**src/rtl/adam_jtag_dtm.sv**
```systemverilog
`default_nettype none
// ============================================================================
// Module   : adam_jtag_dtm
// Purpose  : RISC-V debug transport module (debug spec 0.13). JTAG TAP
//            responder serving IDCODE, DTMCS and DMI, converting DMI scans
//            into valid/ready requests toward the debug module. The JTAG
//            pins are oversampled in the system clock domain.
// Ports    : clk, rst           system clock, synchronous active-high reset
//            jtag_tck/tms/tdi   asynchronous JTAG pins (synchronized here)
//            jtag_tdo           registered JTAG data out
//            dmi_req_*          request channel toward the debug module
//            dmi_rsp_*          response channel from the debug module
// Revision : 1.0 - initial release
// ============================================================================
module adam_jtag_dtm #(
    parameter logic [31:0] IDCODE = 32'h00000001,
    parameter int unsigned ABITS  = 7,
    parameter logic [2:0]  IDLE   = 3'd1
) (
    input  logic             clk,
    input  logic             rst,
    input  logic             jtag_tck,
    input  logic             jtag_tms,
    input  logic             jtag_tdi,
    output logic             jtag_tdo,
    output logic             dmi_req_valid,
    input  logic             dmi_req_ready,
    output logic [ABITS-1:0] dmi_req_addr,
    output logic [31:0]      dmi_req_data,
    output logic [1:0]       dmi_req_op,
    input  logic             dmi_rsp_valid,
    output logic             dmi_rsp_ready,
    input  logic [31:0]      dmi_rsp_data,
    input  logic [1:0]       dmi_rsp_op
);

    // DR shift register is sized for the longest chain (DMI)
    localparam int unsigned c_dr_w  = ABITS + 34;
    localparam int unsigned c_msb_w = $clog2(c_dr_w);

    localparam logic [c_msb_w-1:0] c_msb_32  = c_msb_w'(31);
    localparam logic [c_msb_w-1:0] c_msb_dmi = c_msb_w'(c_dr_w - 1);
    localparam logic [c_msb_w-1:0] c_msb_byp = '0;
    localparam logic [5:0]         c_abits6  = 6'(ABITS);

    localparam logic [4:0] c_ir_idcode = 5'h01;
    localparam logic [4:0] c_ir_dtmcs  = 5'h10;
    localparam logic [4:0] c_ir_dmi    = 5'h11;

    // IEEE 1149.1 TAP states
    localparam logic [3:0] c_st_tlr      = 4'h0;
    localparam logic [3:0] c_st_rti      = 4'h1;
    localparam logic [3:0] c_st_sel_dr   = 4'h2;
    localparam logic [3:0] c_st_cap_dr   = 4'h3;
    localparam logic [3:0] c_st_sh_dr    = 4'h4;
    localparam logic [3:0] c_st_ex1_dr   = 4'h5;
    localparam logic [3:0] c_st_pause_dr = 4'h6;
    localparam logic [3:0] c_st_ex2_dr   = 4'h7;
    localparam logic [3:0] c_st_upd_dr   = 4'h8;
    localparam logic [3:0] c_st_sel_ir   = 4'h9;
    localparam logic [3:0] c_st_cap_ir   = 4'hA;
    localparam logic [3:0] c_st_sh_ir    = 4'hB;
    localparam logic [3:0] c_st_ex1_ir   = 4'hC;
    localparam logic [3:0] c_st_pause_ir = 4'hD;
    localparam logic [3:0] c_st_ex2_ir   = 4'hE;
    localparam logic [3:0] c_st_upd_ir   = 4'hF;

    // ------------------------------------------------------------------------
    // Pin synchronizers and tck edge detection
    // ------------------------------------------------------------------------
    logic r_tck_meta, r_tck_sync, r_tck_prev;
    logic r_tms_meta, r_tms_sync;
    logic r_tdi_meta, r_tdi_sync;

    always_ff @(posedge clk) begin
        if (rst) begin
            r_tck_meta <= 1'b0;
            r_tck_sync <= 1'b0;
            r_tck_prev <= 1'b0;
            r_tms_meta <= 1'b0;
            r_tms_sync <= 1'b0;
            r_tdi_meta <= 1'b0;
            r_tdi_sync <= 1'b0;
        end else begin
            r_tck_meta <= jtag_tck;
            r_tck_sync <= r_tck_meta;
            r_tck_prev <= r_tck_sync;
            r_tms_meta <= jtag_tms;
            r_tms_sync <= r_tms_meta;
            r_tdi_meta <= jtag_tdi;
            r_tdi_sync <= r_tdi_meta;
        end
    end

    logic w_tck_rise, w_tck_fall;
    assign w_tck_rise = r_tck_sync & ~r_tck_prev;
    assign w_tck_fall = ~r_tck_sync & r_tck_prev;

    // ------------------------------------------------------------------------
    // TAP next-state logic
    // ------------------------------------------------------------------------
    logic [3:0] r_state;
    logic [3:0] w_state_nxt;

    always_comb begin
        w_state_nxt = r_state;
        case (r_state)
            c_st_tlr:      w_state_nxt = r_tms_sync ? c_st_tlr    : c_st_rti;
            c_st_rti:      w_state_nxt = r_tms_sync ? c_st_sel_dr : c_st_rti;
            c_st_sel_dr:   w_state_nxt = r_tms_sync ? c_st_sel_ir : c_st_cap_dr;
            c_st_cap_dr:   w_state_nxt = r_tms_sync ? c_st_ex1_dr : c_st_sh_dr;
            c_st_sh_dr:    w_state_nxt = r_tms_sync ? c_st_ex1_dr : c_st_sh_dr;
            c_st_ex1_dr:   w_state_nxt = r_tms_sync ? c_st_upd_dr : c_st_pause_dr;
            c_st_pause_dr: w_state_nxt = r_tms_sync ? c_st_ex2_dr : c_st_pause_dr;
            c_st_ex2_dr:   w_state_nxt = r_tms_sync ? c_st_upd_dr : c_st_sh_dr;
            c_st_upd_dr:   w_state_nxt = r_tms_sync ? c_st_sel_dr : c_st_rti;
            c_st_sel_ir:   w_state_nxt = r_tms_sync ? c_st_tlr    : c_st_cap_ir;
            c_st_cap_ir:   w_state_nxt = r_tms_sync ? c_st_ex1_ir : c_st_sh_ir;
            c_st_sh_ir:    w_state_nxt = r_tms_sync ? c_st_ex1_ir : c_st_sh_ir;
            c_st_ex1_ir:   w_state_nxt = r_tms_sync ? c_st_upd_ir : c_st_pause_ir;
            c_st_pause_ir: w_state_nxt = r_tms_sync ? c_st_ex2_ir : c_st_pause_ir;
            c_st_ex2_ir:   w_state_nxt = r_tms_sync ? c_st_upd_ir : c_st_sh_ir;
            c_st_upd_ir:   w_state_nxt = r_tms_sync ? c_st_sel_dr : c_st_rti;
            default:       w_state_nxt = c_st_tlr;
        endcase
    end

    // ------------------------------------------------------------------------
    // DMI-side state (declared early; used by the DR capture mux)
    // ------------------------------------------------------------------------
    logic             r_req_valid;
    logic [ABITS-1:0] r_req_addr;
    logic [31:0]      r_req_data;
    logic [1:0]       r_req_op;
    logic [31:0]      r_rsp_data;
    logic [1:0]       r_dmistat;
    logic             r_outstanding;

    // ------------------------------------------------------------------------
    // Data register selection, capture and shift
    // ------------------------------------------------------------------------
    logic [4:0]        r_ir;
    logic [4:0]        r_ir_sr;
    logic [c_dr_w-1:0] r_dr;
    logic              r_upd_dr;
    logic              r_tdo;

    logic [c_msb_w-1:0] w_dr_msb;
    logic [c_dr_w-1:0]  w_dr_capture;
    logic [c_dr_w-1:0]  w_dr_shifted;
    logic [31:0]        w_dtmcs;
    logic [1:0]         w_dmi_status;

    assign w_dmi_status = (r_dmistat != 2'd0) ? r_dmistat :
                          (r_outstanding ? 2'd3 : 2'd0);

    assign w_dtmcs = {17'd0, IDLE, r_dmistat, c_abits6, 4'd1};

    always_comb begin
        w_dr_msb     = c_msb_byp;
        w_dr_capture = '0;
        case (r_ir)
            c_ir_idcode: begin
                w_dr_msb     = c_msb_32;
                w_dr_capture = {{(c_dr_w-32){1'b0}}, IDCODE};
            end
            c_ir_dtmcs: begin
                w_dr_msb     = c_msb_32;
                w_dr_capture = {{(c_dr_w-32){1'b0}}, w_dtmcs};
            end
            c_ir_dmi: begin
                w_dr_msb     = c_msb_dmi;
                w_dr_capture = {r_req_addr, r_rsp_data, w_dmi_status};
            end
            default: begin
                w_dr_msb     = c_msb_byp;
                w_dr_capture = '0;
            end
        endcase
    end

    // tdi enters at the MSB of the currently selected chain length
    always_comb begin
        w_dr_shifted           = {1'b0, r_dr[c_dr_w-1:1]};
        w_dr_shifted[w_dr_msb] = r_tdi_sync;
    end

    always_ff @(posedge clk) begin
        if (rst) begin
            r_state  <= c_st_tlr;
            r_ir     <= c_ir_idcode;
            r_ir_sr  <= '0;
            r_dr     <= '0;
            r_upd_dr <= 1'b0;
            r_tdo    <= 1'b0;
        end else begin
            if (w_tck_rise) begin
                r_state <= w_state_nxt;
                if (r_state == c_st_cap_ir) begin
                    r_ir_sr <= 5'b00001;
                end else if (r_state == c_st_sh_ir) begin
                    r_ir_sr <= {r_tdi_sync, r_ir_sr[4:1]};
                end
                if (r_state == c_st_cap_dr) begin
                    r_dr <= w_dr_capture;
                end else if (r_state == c_st_sh_dr) begin
                    r_dr <= w_dr_shifted;
                end
            end

            if (r_state == c_st_tlr) begin
                r_ir <= c_ir_idcode;
            end else if (w_tck_rise && (w_state_nxt == c_st_upd_ir)) begin
                r_ir <= r_ir_sr;
            end

            // DR update acts one clk after UpdDR is entered
            r_upd_dr <= w_tck_rise && (w_state_nxt == c_st_upd_dr);

            if ((r_state == c_st_sh_dr) || (r_state == c_st_sh_ir)) begin
                if (w_tck_fall) begin
                    r_tdo <= (r_state == c_st_sh_ir) ? r_ir_sr[0] : r_dr[0];
                end
            end else begin
                r_tdo <= 1'b0;
            end
        end
    end

    // ------------------------------------------------------------------------
    // DTMCS / DMI update and DMI handshakes
    // ------------------------------------------------------------------------
    logic             w_rsp_done;
    logic [1:0]       w_dmistat_eff;
    logic             w_outstanding_eff;
    logic             w_dmi_upd;
    logic             w_dtmcs_upd;
    logic [1:0]       w_upd_op;
    logic [31:0]      w_upd_data;
    logic [ABITS-1:0] w_upd_addr;

    // A response landing in the same cycle as an update is applied first
    assign w_rsp_done        = dmi_rsp_valid && r_outstanding;
    assign w_dmistat_eff     = (w_rsp_done && (dmi_rsp_op != 2'd0)) ? dmi_rsp_op : r_dmistat;
    assign w_outstanding_eff = r_outstanding && !w_rsp_done;

    assign w_dmi_upd   = r_upd_dr && (r_ir == c_ir_dmi);
    assign w_dtmcs_upd = r_upd_dr && (r_ir == c_ir_dtmcs);
    assign w_upd_op    = r_dr[1:0];
    assign w_upd_data  = r_dr[33:2];
    assign w_upd_addr  = r_dr[ABITS+33:34];

    always_ff @(posedge clk) begin
        if (rst) begin
            r_req_valid   <= 1'b0;
            r_req_addr    <= '0;
            r_req_data    <= '0;
            r_req_op      <= '0;
            r_rsp_data    <= '0;
            r_dmistat     <= '0;
            r_outstanding <= 1'b0;
        end else begin
            if (r_req_valid && dmi_req_ready) begin
                r_req_valid <= 1'b0;
            end

            if (w_rsp_done && (r_req_op == 2'd1)) begin
                r_rsp_data <= dmi_rsp_data;
            end
            r_outstanding <= w_outstanding_eff;
            r_dmistat     <= w_dmistat_eff;

            if (w_dtmcs_upd) begin
                if (r_dr[16] || r_dr[17]) begin
                    r_dmistat <= 2'd0;
                end
                if (r_dr[17]) begin
                    r_outstanding <= 1'b0;
                    r_req_valid   <= 1'b0;
                end
            end

            if (w_dmi_upd && (w_upd_op != 2'd0) && (w_dmistat_eff == 2'd0)) begin
                if (w_outstanding_eff) begin
                    r_dmistat <= 2'd3;
                end else if ((w_upd_op == 2'd1) || (w_upd_op == 2'd2)) begin
                    r_req_addr    <= w_upd_addr;
                    r_req_data    <= w_upd_data;
                    r_req_op      <= w_upd_op;
                    r_outstanding <= 1'b1;
                    r_req_valid   <= 1'b1;
                end
            end
        end
    end

    assign jtag_tdo      = r_tdo;
    assign dmi_req_valid = r_req_valid;
    assign dmi_req_addr  = r_req_addr;
    assign dmi_req_data  = r_req_data;
    assign dmi_req_op    = r_req_op;
    assign dmi_rsp_ready = 1'b1;

endmodule
`default_nettype wire
```
**config.mk**
```make
export PLATFORM = sky130hd
export DESIGN_NAME = adam_jtag_dtm
export DESIGN_NICKNAME = d
export VERILOG_FILES = /design/src/rtl/adam_jtag_dtm.sv
export SDC_FILE = /design/constraint.sdc
export NUM_CORES = 1
export LEC_CHECK = 0
export ABC_AREA = 1
export CAP_MARGIN = 40
export CORE_UTILIZATION = 44
export CTS_CLUSTER_SIZE = 25
export DETAILED_ROUTE_END_ITERATION = 7
export PLACE_DENSITY = 0.69
export SYNTH_ARGS = -nofsm -noshare
export SYNTH_HDL_FRONTEND = slang
export SYNTH_SLANG_ARGS = --single-unit
```
**constraint.sdc**
```tcl
create_clock -name clk -period 1.6 [get_ports clk]
set_input_delay 0.4 -clock clk [delete_from_list [all_inputs] [get_ports clk]]
set_output_delay 0.4 -clock clk [all_outputs]
set_load 0.005 [all_outputs]
```
After elaboration in Yosys (flattened, before gate mapping)
Cells that the tools add are included.
{ "word_totals": {"regBits": 141, "latchBits": 0, "ram_bits": 0, "rom_bits": 0, "in_bits": 41, "wordCells": 124, "n_memories": 0} }
{ "op_classes": {"add_sub_neg": 0, "multipliers": 0, "div_mod_pow": 0, "order_cmp": 2, "n_eq_ne": 23, "n_shift": 0, "muxes": 41, "bitwise": 6, "reduce_logical": 32} }
{ "ops": {"columns": ["operator", "n"], "rows": [
  ["$pmux 41 s3", 1],
  ["$mux 41", 2],
  ["$pmux 4 s12", 1],
  ["$bwmux 41", 1],
  ["$eq 4x4->1 const B", 10],
  ["$mux 2", 10],
  ["$eq 4x3->1 const B", 4],
  ["$mux 1", 16],
  ["$mux 4", 4],
  ["$logic_and 1x1->1", 12],
  ["$pmux 6 s2", 1],
  ["$eq 5x5->1 const B", 2],
  ["$mux 5", 2],
  ["$reduce_bool 2->1", 5],
  ["$reduce_or 2->1", 5],
  ["$eq 4x2->1 const B", 2],
  ["$lt 6x7->1 const B", 1],
  ["$demux 1 s6", 1],
  ["$ge 6x1->1 const B", 1],
  ["$mux 3", 2],
  ["$eq 5x1->1 const B", 1],
  ["$eq 2x1->1 const B", 2],
  ["$eq 4x1->1 const B", 1],
  ["$logic_not 4->1", 1],
  ["9 further kinds", 16]
]} }

Depth between registers and ports, before layout
Gate-level depths: netlist of the first run.
{ "depth": {"depth_word": 10, "ltp_mapped": 13, "mapped_depth_nobuf": 12} }

Worst setup path before layout of the first run
OpenSTA, ideal clock, no wires.
{ "synth_path": {"path_type": "reg2reg", "from": "reg r_state[1]", "to": "reg r_dr[2]", "setup_time_ps": 137, "arrival_time_ps": 1363, "t_required_ps": 1463, "setup_slack_ps": 100, "path_stages_with_launch": 9, "n_path_buf": 2, "synth_period_minus_slack_ps": 1500, "cell_sequence": "dfxtp_1 buf_4 nor2_1 nand2_2 a21oi_4 buf_2 o21ai_0 a21oi_1 a211oi_2"} }
{ "synth_via": {"elab_chain_len": 3, "elab_cells_between_ends": 5, "cone_classes": "eq/ne: 2; mux: 1; reduce/logical: 2"} }
{ "synth_lines": {"columns": ["element", "line_no", "source"], "rows": [
  ["start: declaration", "102", "logic [3:0] r_state;"],
  ["start signal: assignment", "190", "r_state <= c_st_tlr;"],
  ["start signal: assignment", "198", "r_state <= w_state_nxt;"],
  ["$eq 4x2->1 or $eq 4x3->1 (tied branches)", "204, 206", null],
  ["$reduce_bool 2->1 (no line)", null, null],
  ["$reduce_and 2->1 (no line)", null, null],
  ["end signal: assignment", "205", "r_dr <= w_dr_capture;"],
  ["end signal: assignment", "207", "r_dr <= w_dr_shifted;"],
  ["end: declaration", "144", "logic [c_dr_w-1:0] r_dr;"]
]} }
Several ways; a longest one is shown, not always the timed one.
A chain may end at the register's enable or synchronous reset.

Final worst setup path of the first run
{ "layout_path": {"from": "in dmi_rsp_op[0]", "to": "reg r_req_data[11], in the netlist dmi_req_data[11]"} }
{ "layout_via": {"elab_chain_len": 6} }
{ "layout_lines": {"columns": ["element", "line_no", "source"], "rows": [
  ["start: declaration", "34", "input logic [1:0] dmi_rsp_op"],
  ["$reduce_bool 2->1", "244", "assign w_dmistat_eff = (w_rsp_done && (dmi_rsp_op != 2'd0)) ? dmi_rsp_op : r_dmistat;"],
  ["$logic_and 1x1->1", "244", null],
  ["$mux 2 (*)", "244", null],
  ["$logic_not 2->1 (*)", "283", "if (w_dmi_upd && (w_upd_op != 2'd0) && (w_dmistat_eff == 2'd0)) begin"],
  ["$logic_and 1x1->1 (*)", "283", null],
  ["$reduce_and 3->1 (no line) (*)", null, null],
  ["end signal: assignment", "288", "r_req_data <= w_upd_data;"],
  ["end: declaration", "133", "logic [31:0] r_req_data;"]
]} }
Mark *: on every way between the ends. The rest lies on a longest branch, timed or not.

==> results of run 1 <==
sequential cells by signal, indices dropped and copies added, names as in the netlist, 2 cells and up:
name,count
dmi_req_addr,7
dmi_req_data,32
dmi_req_op,2
r_dmistat,2
r_dr,41
r_ir,5
r_ir_sr,5
r_rsp_data,32
r_state,4
placed cells by master (no fill, tap or decap), types with 5 or more instances in the layout:
cell type	instances
nor2_1	126
dfxtp_1	117
o21ai_0	76
a21oi_1	61
nand2_1	55
buf_4	54
inv_1	46
o21ai_2	44
a31oi_1	44
dlygate4sd2_1	43
clkdlybuf4s50_1	39
a21oi_2	30
nand2_2	24
clkbuf_16	23
dfxtp_2	18
buf_6	16
nor2_4	12
buf_12	11
nand2_4	10
nand4_1	8
nand3_1	8
o21ai_1	7
inv_2	6
dfxtp_4	6
inv_4	5
critical path: cells and delay by family:
family	cells	cell delay (ns)
buffers and inverters	3	0.75
AND/OR/NAND/NOR	4	0.65
AO/OA/AOI/OAI	2	0.26
metrics by stage:
step	setup TNS, ns	cell area, um2
3_5_place_dp	-36.40	7226
4_1_cts	-2.977	8026
3_3_place_gp	-33.93	7226
5_1_grt	-11.42	8951
2_1_floorplan	0	5947
6_report	-4.985	8951
where the power goes:
| part | switching (mW) | leakage [nW] | internal [mW] |
|---|---|---|---|
| Clock | 1.41 | 0.278 | 2.50 |
| Sequential | 0.0286 | 1.15 | 3.53 |
| Combinational | 0.241 | 2.30 | 0.245 |
path summary, 6_finish.rpt:
path,endpoint,slack [ns],depth (start not counted)
worst max-delay path,dmi_req_data[11]$_SDFFE_PP0P_,-0.15,9
worst min-delay path,r_tms_sync$_SDFF_PP0_,0.40,2
worst max register to register,dmi_req_data[11]$_SDFFE_PP0P_,-0.14,8
worst min register to register,r_tms_sync$_SDFF_PP0_,0.40,2
what timing repair did:
item / 4_1_cts / 5_1_grt
hold buffers: 0 / 0
pin swaps: 5 / 50
gates cloned: 3 / 10
gates resized for setup: 124 / 187
setup buffers: 8 / 19
endpoints found under the setup margin: 131 / 92
kinds of logic (layout without fill, tap and decap cells):
| kind of cell | Yosys count | in the layout | synth area share |
|---|---|---|---|
| buf+inv | 114 | 265 | 0.08563 |
| simple gates | 256 | 256 | 0.1812 |
| fa+ha+maj | 1 | 1 | 0.002104 |
| flops | 141 | 141 | 0.4746 |
| other cells | 1 | 1 | 0.0006306 |
| compound gates | 280 | 280 | 0.2558 |
layout make-up:
cell class / count / area share
flip-flops and latches: 141 / 0.3204
multi-input cells: 538 / 0.3552
clock inverters: 7 / 0.01286
repair buffers: 176 / 0.2081
well taps: 176 / 0.02460
clock buffers: 22 / 0.05186
inverters: 60 / 0.02698
per-layer routing:
layer  share of wire  track usage  up-vias
met3           0.047      0.04681       45
li1                -            -     2966
met2            0.50       0.3915      198
met1            0.43       0.3009     2965
met5               0            0        -
met4           0.028       0.1154        0
==> run metrics, run 1 <==
status=finished, violations left; failing checks=negative setup slack; first-pass GRT wire length=roughly 26 mm; CTS tree=yes; H-tree depth=4; Synth Register Bits=141; Yosys top cell area share=0.4746; final core occ=0.6786; CP startpoint=dmi_rsp_op[0]; share of layout cells above drive strength 1=0.3125; GRT Util Overall=0.2391; post-route ant nets=0; Worst-Skew Late Latency=approximately 0.43 ns; core area=13190 um2; Max stage delay on crit path=0.47 ns; endpoints failing hold=0; Placed Cells incl. Taps=approximately 1100; die area=13980 um2; Sequential Area=2868 um2; Sink Count=about 140; initial antenna violation count=0; Fin Hold WS=0.3979 ns; Top cell by count, worst path=o21ai_2; Final #Nets=976; worst setup margin=-0.1487 ns; number of synthesized flops with an enable pin=0; Synth Cell Area=5947 um2; Hold Crit Class=reg2reg; Max-cap violations=0; Initial Util=0.4509; Leak=3.730 nW; IO buf count=83; drt drc=0; period utilization=1.093; Clock Skew=0.006773 ns; syn avg cell area=approximately 7.5 um2; Final min period=1.749 ns; CP arrival=2.05 ns; Num CTS Buffers=17; clock-pin slew on the worst setup and hold paths=0.06 ns; Routability Congestion=around 0.9; drt via density=5.513; Hold Crit Start=r_tms_meta$_SDFF_PP0_; CP Class=in2reg; count leader, synth=dfxtp_1; Max Fclk=571.9 MHz; gr ovfl total=0; P&R area growth vs syn=50.52%; max-slew violations=0; HPWL Detailed=10.63 mm; reg2reg start=r_outstanding$_SDFF_PP0_; crit-path cells=clkdlybuf4s50_1, inv_2, o21ai_2, nand2_2, nor3_4, nand3_4, buf_12, o21ai_2, nor2_1; synth top area cells=dfxtp_1 47%, o21ai_0 10%, nor2_1 8.4%; CP Max Fanout=8; Async S/R FF share, synth=0; Final Power=7.956 mW; Die X=118.3 um; Syn Nets=835; Final setup viols=66; drt total wl=18.65 mm; Longest Clk Path Bufs=2; CTS Root Cell=clkbuf_16; CP required=1.91 ns; DP Worst Slack=-0.6016 ns; pin count of the biggest net entering global routing=42; multi-input logic area=about 3200 um2; Synth top cells by count=141 x dfxtp_1, 133 x nor2_1, 124 x o21ai_0, 92 x a21oi_1, 83 x nand2_1; Initial DRT Pass Iterations=5; Primary FF master, synth=dfxtp_1; sequential area share after synthesis=0.4746; pwr dens=888.9 nW/um2; Syn Inst Count=793; vias in the first global route=5361; I/O pin count=85; DR vias=6174; largest area contributor in the netlist=dfxtp_1; Synth cell types=37; Die Ht=118.3 um; Diodes inserted=0; 1st-iter DRT viols=563; crit start category=primary input; CP endpoint kind=register; slowest stage cell, crit path=clkdlybuf4s50_1; WL/cell=16.65 um; Synth warnings=0; Non-Filler Instances=1120; RSZ-0062 raised after global routing=yes; peak supply drop=around 0.68 mV; Fill cells=1072; row count=42
Power figures use the tool's default switching activity.
==> run 2, diff against run 1 <==
--- a/config.mk
+++ b/config.mk
@@ -6,10 +6,11 @@
 export NUM_CORES = 1
 export LEC_CHECK = 0
 export ABC_AREA = 1
-export CAP_MARGIN = 40
+export CAP_MARGIN = 20
 export CORE_UTILIZATION = 44
 export CTS_CLUSTER_SIZE = 25
 export DETAILED_ROUTE_END_ITERATION = 7
+export HOLD_SLACK_MARGIN = 0.05
 export PLACE_DENSITY = 0.69
 export SYNTH_ARGS = -nofsm -noshare
 export SYNTH_HDL_FRONTEND = slang
==> results of run 2 <==
Same layout as run 1: the final DEF is identical, and so are final timing and power.
